## src/rtl/cr16_pkg.sv

```systemverilog
// Shared encodings, flag indices, FSM states and the instruction decoder
// used by the CR16 control sequencer.
package cr16_pkg;

  localparam logic [3:0] OP_RTYPE = 4'b0000;
  localparam logic [3:0] OP_AND   = 4'b0001;
  localparam logic [3:0] OP_OR    = 4'b0010;
  localparam logic [3:0] OP_XOR   = 4'b0011;
  localparam logic [3:0] OP_ADD   = 4'b0101;
  localparam logic [3:0] OP_SHIFT = 4'b1000;
  localparam logic [3:0] OP_SUB   = 4'b1001;
  localparam logic [3:0] OP_CMP   = 4'b1011;
  localparam logic [3:0] OP_BCOND = 4'b1100;
  localparam logic [3:0] OP_MOV   = 4'b1101;
  localparam logic [3:0] EXT_LSH  = 4'b0100;

  localparam logic [3:0] COND_EQ = 4'b0000;
  localparam logic [3:0] COND_NE = 4'b0001;
  localparam logic [3:0] COND_CS = 4'b0010;
  localparam logic [3:0] COND_CC = 4'b0011;
  localparam logic [3:0] COND_HI = 4'b0100;
  localparam logic [3:0] COND_LS = 4'b0101;
  localparam logic [3:0] COND_GT = 4'b0110;
  localparam logic [3:0] COND_LE = 4'b0111;
  localparam logic [3:0] COND_LT = 4'b1100;
  localparam logic [3:0] COND_GE = 4'b1101;
  localparam logic [3:0] COND_UC = 4'b1110;
  localparam logic [3:0] COND_NV = 4'b1111;

  localparam int FLAG_C = 4;
  localparam int FLAG_L = 3;
  localparam int FLAG_F = 2;
  localparam int FLAG_Z = 1;
  localparam int FLAG_N = 0;

  typedef enum logic [1:0] {
    FETCH  = 2'd0,
    DECODE = 2'd1,
    EXEC   = 2'd2
  } state_e;

  typedef struct packed {
    logic       legal;
    logic       branch;
    logic       wr;
    logic       upd_flags;
    logic       imm_sel;
    logic [7:0] opcode;
  } dec_t;

  // The ALU codes appear both as R-type ext and as I-type op.
  function automatic logic is_alu_code(input logic [3:0] c);
    return (c == OP_ADD) || (c == OP_SUB) || (c == OP_CMP) || (c == OP_AND) ||
           (c == OP_OR)  || (c == OP_XOR) || (c == OP_MOV);
  endfunction

  function automatic logic is_arith(input logic [3:0] c);
    return (c == OP_ADD) || (c == OP_SUB) || (c == OP_CMP);
  endfunction

  function automatic dec_t decode(input logic [15:0] ins);
    dec_t       d;
    logic [3:0] op;
    logic [3:0] ext;
    op        = ins[15:12];
    ext       = ins[7:4];
    d         = '0;
    d.imm_sel = 1'b1;
    case (op)
      OP_RTYPE: begin
        if (is_alu_code(ext)) begin
          d.legal     = 1'b1;
          d.wr        = (ext != OP_CMP);
          d.upd_flags = is_arith(ext);
          d.opcode    = {4'b0000, ext};
        end
      end
      OP_SHIFT: begin
        if (ext == EXT_LSH) begin
          d.legal  = 1'b1;
          d.wr     = 1'b1;
          d.opcode = {OP_SHIFT, EXT_LSH};
        end
      end
      OP_BCOND: begin
        d.legal  = 1'b1;
        d.branch = 1'b1;
      end
      default: begin
        if (is_alu_code(op)) begin
          d.legal     = 1'b1;
          d.wr        = (op != OP_CMP);
          d.upd_flags = is_arith(op);
          d.imm_sel   = 1'b0;
          d.opcode    = {op, 4'b0000};
        end
      end
    endcase
    return d;
  endfunction

endpackage

```

## src/rtl/cr16_control_fsm_branch_cond_eval.sv

```systemverilog
// Combinational branch resolver: condition code against the latched flags.
// Undefined codes are simply never taken.
module branch_cond_eval
  import cr16_pkg::*;
(
  input  logic [3:0] cond,
  input  logic [4:0] flags,
  output logic       taken
);

  // F carries no branch meaning; it is kept in the port so callers pass the whole register.
  logic unused_flag_f;
  assign unused_flag_f = flags[FLAG_F];

  always_comb begin
    taken = 1'b0;
    case (cond)
      COND_EQ: taken = flags[FLAG_Z];
      COND_NE: taken = ~flags[FLAG_Z];
      COND_CS: taken = flags[FLAG_C];
      COND_CC: taken = ~flags[FLAG_C];
      COND_HI: taken = flags[FLAG_L];
      COND_LS: taken = ~flags[FLAG_L];
      COND_GT: taken = flags[FLAG_N];
      COND_LE: taken = ~flags[FLAG_N];
      COND_LT: taken = ~flags[FLAG_N] & ~flags[FLAG_Z];
      COND_GE: taken = flags[FLAG_N] | flags[FLAG_Z];
      COND_UC: taken = 1'b1;
      default: taken = 1'b0;
    endcase
  end

endmodule

```

## src/rtl/cr16_control_fsm.sv

```systemverilog
// CR16 instruction sequencer: FETCH -> DECODE -> EXEC, 3 cycles per instruction,
// register write 2 edges after accept; instr_ready only in FETCH, stalls while instr_valid is low.
module cr16_control_fsm
  import cr16_pkg::*;
#(
  parameter int                  PC_WIDTH = 16,
  parameter logic [PC_WIDTH-1:0] RESET_PC = '0
) (
  input  logic                clk,
  input  logic                reset,
  input  logic [15:0]         instr,
  input  logic                instr_valid,
  output logic                instr_ready,
  output logic [PC_WIDTH-1:0] pc,
  input  logic [4:0]          Flags_in,
  output logic [15:0]         wEnable,
  output logic [7:0]          opcode,
  output logic [3:0]          Rdest_select,
  output logic [3:0]          Rsrc_select,
  output logic                Imm_select,
  output logic [15:0]         Imm_in,
  output logic [4:0]          flags_q,
  output logic                illegal
);

  state_e              state_q, state_d;
  logic                run_q;
  logic [PC_WIDTH-1:0] pc_q, pc_d;
  logic [4:0]          flg_q, flg_d;
  logic [15:0]         wen_q, wen_d;
  logic                ill_q, ill_d;
  logic [7:0]          opcode_q, opcode_d;
  logic [3:0]          rdest_q, rdest_d;
  logic [3:0]          rsrc_q, rsrc_d;
  logic                imm_sel_q, imm_sel_d;
  logic [15:0]         imm_q, imm_d;
  logic [7:0]          disp_q, disp_d;
  logic                legal_q, legal_d;
  logic                branch_q, branch_d;
  logic                wr_q, wr_d;
  logic                upd_q, upd_d;

  dec_t                dec_in;
  logic                accept;
  logic                taken;
  logic [PC_WIDTH-1:0] disp_ext;

  assign dec_in      = decode(instr);
  assign instr_ready = run_q && (state_q == FETCH);
  assign accept      = instr_ready && instr_valid;
  assign disp_ext    = PC_WIDTH'($signed(disp_q));

  // rd doubles as the condition field of a branch.
  branch_cond_eval u_branch_cond_eval (
    .cond  (rdest_q),
    .flags (flg_q),
    .taken (taken)
  );

  always_comb begin
    state_d   = state_q;
    pc_d      = pc_q;
    flg_d     = flg_q;
    wen_d     = '0;
    ill_d     = 1'b0;
    opcode_d  = opcode_q;
    rdest_d   = rdest_q;
    rsrc_d    = rsrc_q;
    imm_sel_d = imm_sel_q;
    imm_d     = imm_q;
    disp_d    = disp_q;
    legal_d   = legal_q;
    branch_d  = branch_q;
    wr_d      = wr_q;
    upd_d     = upd_q;
    case (state_q)
      FETCH: begin
        if (accept) begin
          state_d  = DECODE;
          rdest_d  = instr[11:8];
          rsrc_d   = instr[3:0];
          disp_d   = instr[7:0];
          legal_d  = dec_in.legal;
          branch_d = dec_in.branch;
          wr_d     = dec_in.wr;
          upd_d    = dec_in.upd_flags;
          // Branches and illegal words leave the ALU-facing controls untouched.
          if (dec_in.legal && !dec_in.branch) begin
            opcode_d  = dec_in.opcode;
            imm_sel_d = dec_in.imm_sel;
            imm_d     = 16'($signed(instr[7:0]));
          end
        end
      end
      DECODE: begin
        state_d = EXEC;
        if (wr_q) begin
          wen_d = 16'h0001 << rdest_q;
        end
        ill_d = ~legal_q;
      end
      EXEC: begin
        state_d = FETCH;
        if (upd_q) begin
          flg_d = Flags_in;
        end
        if (branch_q && taken) begin
          pc_d = pc_q + disp_ext;
        end else begin
          pc_d = pc_q + PC_WIDTH'(1);
        end
      end
      default: state_d = FETCH;
    endcase
  end

  always_ff @(posedge clk or negedge reset) begin
    if (!reset) begin
      state_q   <= FETCH;
      run_q     <= 1'b0;
      pc_q      <= RESET_PC;
      flg_q     <= '0;
      wen_q     <= '0;
      ill_q     <= 1'b0;
      opcode_q  <= '0;
      rdest_q   <= '0;
      rsrc_q    <= '0;
      imm_sel_q <= 1'b1;
      imm_q     <= '0;
      disp_q    <= '0;
      legal_q   <= 1'b0;
      branch_q  <= 1'b0;
      wr_q      <= 1'b0;
      upd_q     <= 1'b0;
    end else begin
      state_q   <= state_d;
      run_q     <= 1'b1;
      pc_q      <= pc_d;
      flg_q     <= flg_d;
      wen_q     <= wen_d;
      ill_q     <= ill_d;
      opcode_q  <= opcode_d;
      rdest_q   <= rdest_d;
      rsrc_q    <= rsrc_d;
      imm_sel_q <= imm_sel_d;
      imm_q     <= imm_d;
      disp_q    <= disp_d;
      legal_q   <= legal_d;
      branch_q  <= branch_d;
      wr_q      <= wr_d;
      upd_q     <= upd_d;
    end
  end

  assign pc           = pc_q;
  assign flags_q      = flg_q;
  assign wEnable      = wen_q;
  assign illegal      = ill_q;
  assign opcode       = opcode_q;
  assign Rdest_select = rdest_q;
  assign Rsrc_select  = rsrc_q;
  assign Imm_select   = imm_sel_q;
  assign Imm_in       = imm_q;

endmodule

```

## config.mk

```make
export PLATFORM = sky130hd
export DESIGN_NAME = cr16_control_fsm
export DESIGN_NICKNAME = d
export VERILOG_FILES = /design/src/rtl/cr16_pkg.sv /design/src/rtl/cr16_control_fsm_branch_cond_eval.sv /design/src/rtl/cr16_control_fsm.sv
export SDC_FILE = /design/constraint.sdc
export NUM_CORES = 1
export LEC_CHECK = 0
export CORE_ASPECT_RATIO = 0.75
export CORE_MARGIN = 10
export CORE_UTILIZATION = 49
export CTS_CLUSTER_DIAMETER = 50
export DETAILED_ROUTE_END_ITERATION = 10
export GPL_ROUTABILITY_DRIVEN = 0
export PLACE_DENSITY = 0.82
export REMOVE_ABC_BUFFERS = 1
export SLEW_MARGIN = 20
export SYNTH_ARGS = -nofsm -noshare
export SYNTH_HDL_FRONTEND = slang
export SYNTH_SLANG_ARGS = --single-unit
```

## constraint.sdc

```tcl
create_clock -name clk -period 4.4 [get_ports clk]
set_input_delay 1.1 -clock clk [delete_from_list [all_inputs] [get_ports clk]]
set_output_delay 1.1 -clock clk [all_outputs]
set_load 0.03 [all_outputs]
```

### Yosys cells after proc, flatten, opt, wreduce, memory -nomap -nowiden

Cells that the tools add are included.

| word-level totals | value |
|---|---|
| logic and storage cells | 103 |
| register bits after elaboration | 78 |
| bits of input ports | 24 |
| output and inout port bits | 72 |

| operators by class | value |
|---|---|
| shift operators | 1 |
| add/subtract/negate cells | 2 |
| eq/ne operators | 32 |
| bitwise operators | 7 |
| reduce and logical (&&, ||, !) cells | 25 |
| mux-type cells | 20 |

Operator list:

| cell | number |
|---|---|
| two-way mux 16 bit | 3 |
| equality test 4 bit (second input constant) | 11 |
| equality test 4 x 3 -> 1 bit (second input constant) | 7 |
| equality test 4 x 2 -> 1 bit (second input constant) | 6 |
| case mux 8 bit (3 select lines) | 1 |
| adder 16 x 1 -> 16 bit (second input constant) | 1 |
| adder 16 bit | 1 |
| << shifter 1 x 4 -> 16 bit (first input constant) | 1 |
| equality test 4 x 1 -> 1 bit (second input constant) | 3 |
| logical OR 1 bit | 12 |
| two-way mux 11 bit | 1 |
| case mux 1 bit (11 select lines) | 1 |
| zero test 4 bit | 2 |
| two-way mux 8 bit | 1 |
| inequality test 4 bit (second input constant) | 2 |
| two-way mux 1 bit | 6 |
| case mux 1 bit (3 select lines) | 2 |
| NOT 1 bit | 5 |
| logical AND 1 bit | 4 |
| two-way mux 2 bit | 2 |
| two-way mux 4 bit | 1 |
| case mux 2 bit (2 select lines) | 1 |
| AND reduction 2 bit | 2 |
| AND reduction 3 bit | 1 |
| 10 further kinds | 10 |

### Longest topological paths before layout

| logic depth | value |
|---|---|
| depth after elaboration | 11 |
| depth in mapped cells | 18 |
| mapped depth without buffers | 17 |

### Hierarchy

Synthesis repeated with hierarchy kept, for this count alone.

| second synthesis, totals | value |
|---|---|
| cell total of the unflattened synthesis | 405 |
| area, all modules | 3,960.0 um2 |

By module, submodules not included:

| module | times used | cells an instance | sequential area each (um2) | area an instance (um2) |
|---|---|---|---|---|
| cr16_control_fsm | 1 | 388 | 1,853.0 | 3,842.4 |
| branch_cond_eval | 1 | 17 | 0.0 | 117.6 |

### Least setup slack after synthesis

Ideal clock, no wire load.

| path | value |
|---|---|
| kind | register -> register |
| start point | register rdest_q[1] (netlist: Rdest_select[1]) |
| end point | register pc_q[12] (netlist: pc[12]) |
| path slack | 0.819 ns |
| setup time | 0.130 ns |
| period minus slack after synthesis | 3.581 ns |
| path buffers | 0 |
| arrival | 3.450 ns |
| stages on the path, launching flop included | 18 |
| data required time | 4.270 ns |
| path through | dfrtp_1 nand2_1 o31a_1 o21ai_1 nand2_1 a21oi_1 o21a_1 nand2b_1 ha_1 fa_1 a21o_1 a21oi_2 o21ai_1 o2111a_1 a2111o_1 a21oi_2 xor2_1 o21ai_1 |

| between the ends | value |
|---|---|
| longest elaborated chain between the ends | 4 |
| elaborated cells on any way between the ends | 14 |
| classes of those cells | eq/ne (10); mux (2); reduce/logical (2) |

RTL lines:

| item | RTL line | text |
|---|---|---|
| start: declaration | cr16_control_fsm.sv:33 | `logic [3:0] rdest_q, rdest_d;` |
| start signal: assignment | cr16_control_fsm.sv:143 | `rdest_q <= rdest_d;` |
| equality test 4 bit (tied with other cells) | cr16_control_fsm_branch_cond_eval.sv:17 | `case (cond)` |
| case mux 1 bit (11 select lines) (*) | cr16_control_fsm_branch_cond_eval.sv:17 |  |
| logical AND 1 bit (*) | cr16_control_fsm.sv:107 | `if (branch_q && taken) begin` |
| two-way mux 16 bit (*) | cr16_control_fsm.sv:107 |  |
| end signal: assignment | cr16_control_fsm.sv:138 | `pc_q <= pc_d;` |
| end: declaration | cr16_control_fsm.sv:28 | `logic [PC_WIDTH-1:0] pc_q, pc_d;` |

Mark *: on every way between the ends. The rest lies on a longest branch, timed or not.
A chain may end at the register's enable or synchronous reset.

### Worst setup path after layout

| path | value |
|---|---|
| start point | register rdest_q[0] (netlist: Rdest_select[0]) |
| end point | register pc_q[12] (netlist: pc[12]) |

The elaborated chain is that of the path after synthesis.

==> summary.txt <==
Outcome
  • Status: finished clean

Layout
  • Antenna Cells: 0
  • Fill cell count: 597
  • Layout area overhead: 31.4%
  • Share of layout cells above drive strength 1: 0.0769
  • Layout net count: 516

Clocking
  • CTS Root Cell: clkbuf_8
  • Worst-case clock buffer depth: 2
  • Post-CTS setup buffer count: 0
  • Htree depth: 3
  • Clock Latency Late Sink: 0.35 ns
  • CTS buffer count: 9
  • TritonCTS clock tree: yes
  • Reg clk slew, reported paths: 0.08 ns
  • CTS Sinks: 74

Synth
  • Top FF cell, synth: dfrtp_1
  • Post-synthesis cell area: 3760 um^2
  • Sequential area share after synthesis: 0.493
  • Synth warn: 0
  • Syn avg cell area: 9.53 um^2
  • Biggest area consumer among synthesized cells: dfrtp_1
  • Post-synth EDFFs: 0
  • Synth top area cells: dfrtp_1, nand2_1, ha_1, o21ai_0, nor2_1
  • Top-count cell post-synth: nand2_1
  • Post-Syn Instances: 394
  • Number of synthesized register bits: 74
  • Async S/R FF share, synth: 1.00
  • Synth unique cells: 50
  • Share of the synthesized area in the top cell type: 0.486
  • Top post-synthesis cells by count: nand2_1, dfrtp_1, nor2_1, o21ai_0, ha_1

Worst setup path
  • Worst Setup Path Type: flip-flop to flip-flop
  • Max stage delay on crit path: 0.52 ns
  • CP delay by family, top: compound AO/OA/AOI/OAI gates
  • Type of origin of the critical path: flip-flop
  • Worst Path Max Fanout: 14
  • Most frequent CP cell: o21ai_1
  • CP required: 4.60 ns
  • Cell Chain, Critical Path: nand2_1 > o31a_1 > o21ai_1 > a21oi_1 > nor2_1 > o21a_1 > nand2b_1 > ha_1 > fa_1 > a21o_1 > a21oi_2 > o21ai_1 > o2111a_1 > a2111o_1 > a21oi_2 > xor2_1 > o21ai_1
  • Crit-path slowest cell: dfrtp_2
  • Arr. time, crit path: 4.14 ns
  • Crit path buffers/inverters: 0
  • Crit. End Element: flip-flop

Floorplanning
  • Die width: 121 um
  • Die H: 95.8 um
  • Initial Util: 0.508
  • DIE AREA: 11600 um^2
  • Core region area: 7400 um^2
  • Rows: 27
  • I/O pins: 96

Detailed routing
  • DRT Pass-1 Iters: 4
  • Final Routed Wirelength: 9290 um
  • Avg Vias per Cell: 5.17
  • Drt initial violations: 95
  • Routed Antenna Nets: 0
  • Vias: 3011
  • Remaining DRCs: 0
  • Routed WL per cell: 16.0 um

Global route
  • Pin count of the biggest net entering global routing: 75
  • Initial antenna violation count: 0
  • First-pass GRT wire length: 15500 um
  • Gr ovfl total: 0
  • Vias in the first global route: 3122
  • GRT Util Overall: 0.164

STA
  • Final Max Tran Viols: 0
  • Final Skew: 0.0126 ns
  • Fin Setup TNS: 0 ns
  • Worst Setup Slack, final: 0.458 ns
  • Slew @ Worst Pin: 0.967 ns
  • Minimum clock period: 3.94 ns
  • WHS: 0.450 ns
  • Final setup vio count: 0
  • Final Hold Fails: 0
  • Rel. slew slack: 0.356
  • Tcrit/Tclk final: 0.896
  • Max Clock Freq: 254 MHz
  • Unrepaired setup endpoints after global routing: false

Power
  • Pwr dens: 508 nW/um^2
  • Peak supply drop: 0.344 mV
  • Leakage: 2.25 nW

Place
  • Place WS: 0.366 ns
  • DPL Wire Length: 6930 um
  • PortBufs: 95

Flow run
  • Max Cap Viol: 0

Worst hold path
  • Worst min-delay path category: flip-flop to flip-flop
-- registers in the layout (all words and copies together) (netlist names) --
| name | count |
|---|---|
| state_q | 2 |
| run_q | 1 |
| Imm_in | 8 |
| opcode | 8 |
| disp_q | 5 |
| Imm_select | 1 |
| upd_q | 1 |
| illegal | 1 |
| Rdest_select | 4 |
| legal_q | 1 |
| flags_q | 5 |
| branch_q | 1 |
| Rsrc_select | 3 |
| wr_q | 1 |
| pc | 16 |
| wEnable | 16 |
-- logic make-up (layout without fill, tap and decap cells) --
group,count (synthesis),in the layout,synth area share
AO/OA/AOI/OAI,78,78,0.139
XOR/XNOR,19,19,0.0443
adder cells (fa/ha/maj),16,16,0.0553
buffers and inverters,32,119,0.0480
flip-flops,74,74,0.493
multiplexers,9,9,0.0263
other,1,1,0.000998
AND/OR/NAND/NOR,165,165,0.193
-- report_power, final --
part	internal (mW)	switching, mW	leakage [nW]
Sequential	0.806	0.124	0.962
Clock	0.382	0.271	0.124
Combinational	0.390	0.537	1.16
Total	1.58	0.932	2.25
-- per-stage QoR --
stage	util	total power, mW	instance area (um^2)	instances
after floorplan	-	1.46	3600	369
after global routing	0.667	2.65	4940	582
after CTS	0.667	2.53	4930	582
after global placement	0.633	1.85	4680	566
after detailed placement	0.633	1.87	4680	566
final	0.667	2.51	4940	582
-- layout by cell type, fill, tap and decap left out, types with 2 or more instances in the layout --
master | Yosys | routed
a211oi_1 | 2 | 2
a21o_1 | 5 | 5
a21oi_1 | 12 | 12
a21oi_2 | 4 | 4
a31oi_1 | 4 | 4
and2_1 | 8 | 8
buf_4 | 13 | 2
bufinv_16 | 0 | 3
clkbuf_8 | 0 | 9
clkdlybuf4s50_1 | 0 | 94
clkinv_4 | 0 | 3
dfrtp_1 | 73 | 71
dfrtp_2 | 0 | 2
ha_1 | 15 | 15
inv_1 | 6 | 6
mux2_2 | 7 | 7
mux2i_1 | 2 | 2
nand2_1 | 97 | 97
nand2b_1 | 6 | 6
nand3_1 | 10 | 10
nand3b_1 | 3 | 3
nand4_1 | 3 | 3
nor2_1 | 28 | 28
nor2b_1 | 2 | 2
nor3_1 | 4 | 4
o211ai_1 | 2 | 2
o21a_1 | 3 | 3
o21ai_0 | 24 | 24
o21ai_1 | 7 | 7
o21bai_1 | 2 | 2
o22ai_1 | 2 | 2
xnor2_1 | 10 | 10
xor2_1 | 9 | 9
-- area by class of cell --
class,instances,area (um^2),share of cell area
Multi-Input combinational cell,288,1720,0.349
Clock buffer,9,124,0.0251
Tap cell,101,126,0.0256
Clock inverter,7,125,0.0253
Inverter,7,26.3,0.00532
Sequential cell,74,1860,0.376
Timing Repair Buffer,96,956,0.194
-- worst reg2reg max path, delay by kind of cell (launching register included) --
family	cells	cell delay, ns
XOR/XNOR	1	0.15
AND/OR/NAND/NOR	3	0.41
adder cells (fa/ha/maj)	2	0.64
flip-flops	1	0.52
AO/OA/AOI/OAI	11	2.07
-- metal layers --
layer  track usage  wire length, um
met5             0                0
met4        0.0281               61
met3        0.0702              862
met2         0.257             4160
met1         0.211             4210
-- path summary, 6_finish.rpt --
| check | start | to | depth (start not counted) | slack (ns) |
|---|---|---|---|---|
| max | Rdest_select[0] | pc[12] | 17 | 0.46 |
| min | legal_q | illegal | 1 | 0.45 |
| max reg2reg | Rdest_select[0] | pc[12] | 17 | 0.46 |
| min reg2reg | legal_q | illegal | 1 | 0.45 |
| max in group asynchronous | reset | Rdest_select[0] | 1 | 2.91 |
| min in group asynchronous | reset | wEnable[13] | 1 | 0.87 |
-- what timing repair did --
action,CTS,global route
setup endpoints to repair,0,2
hold buffers,0,0
resized for setup,0,2
Power figures use the tool's default switching activity.
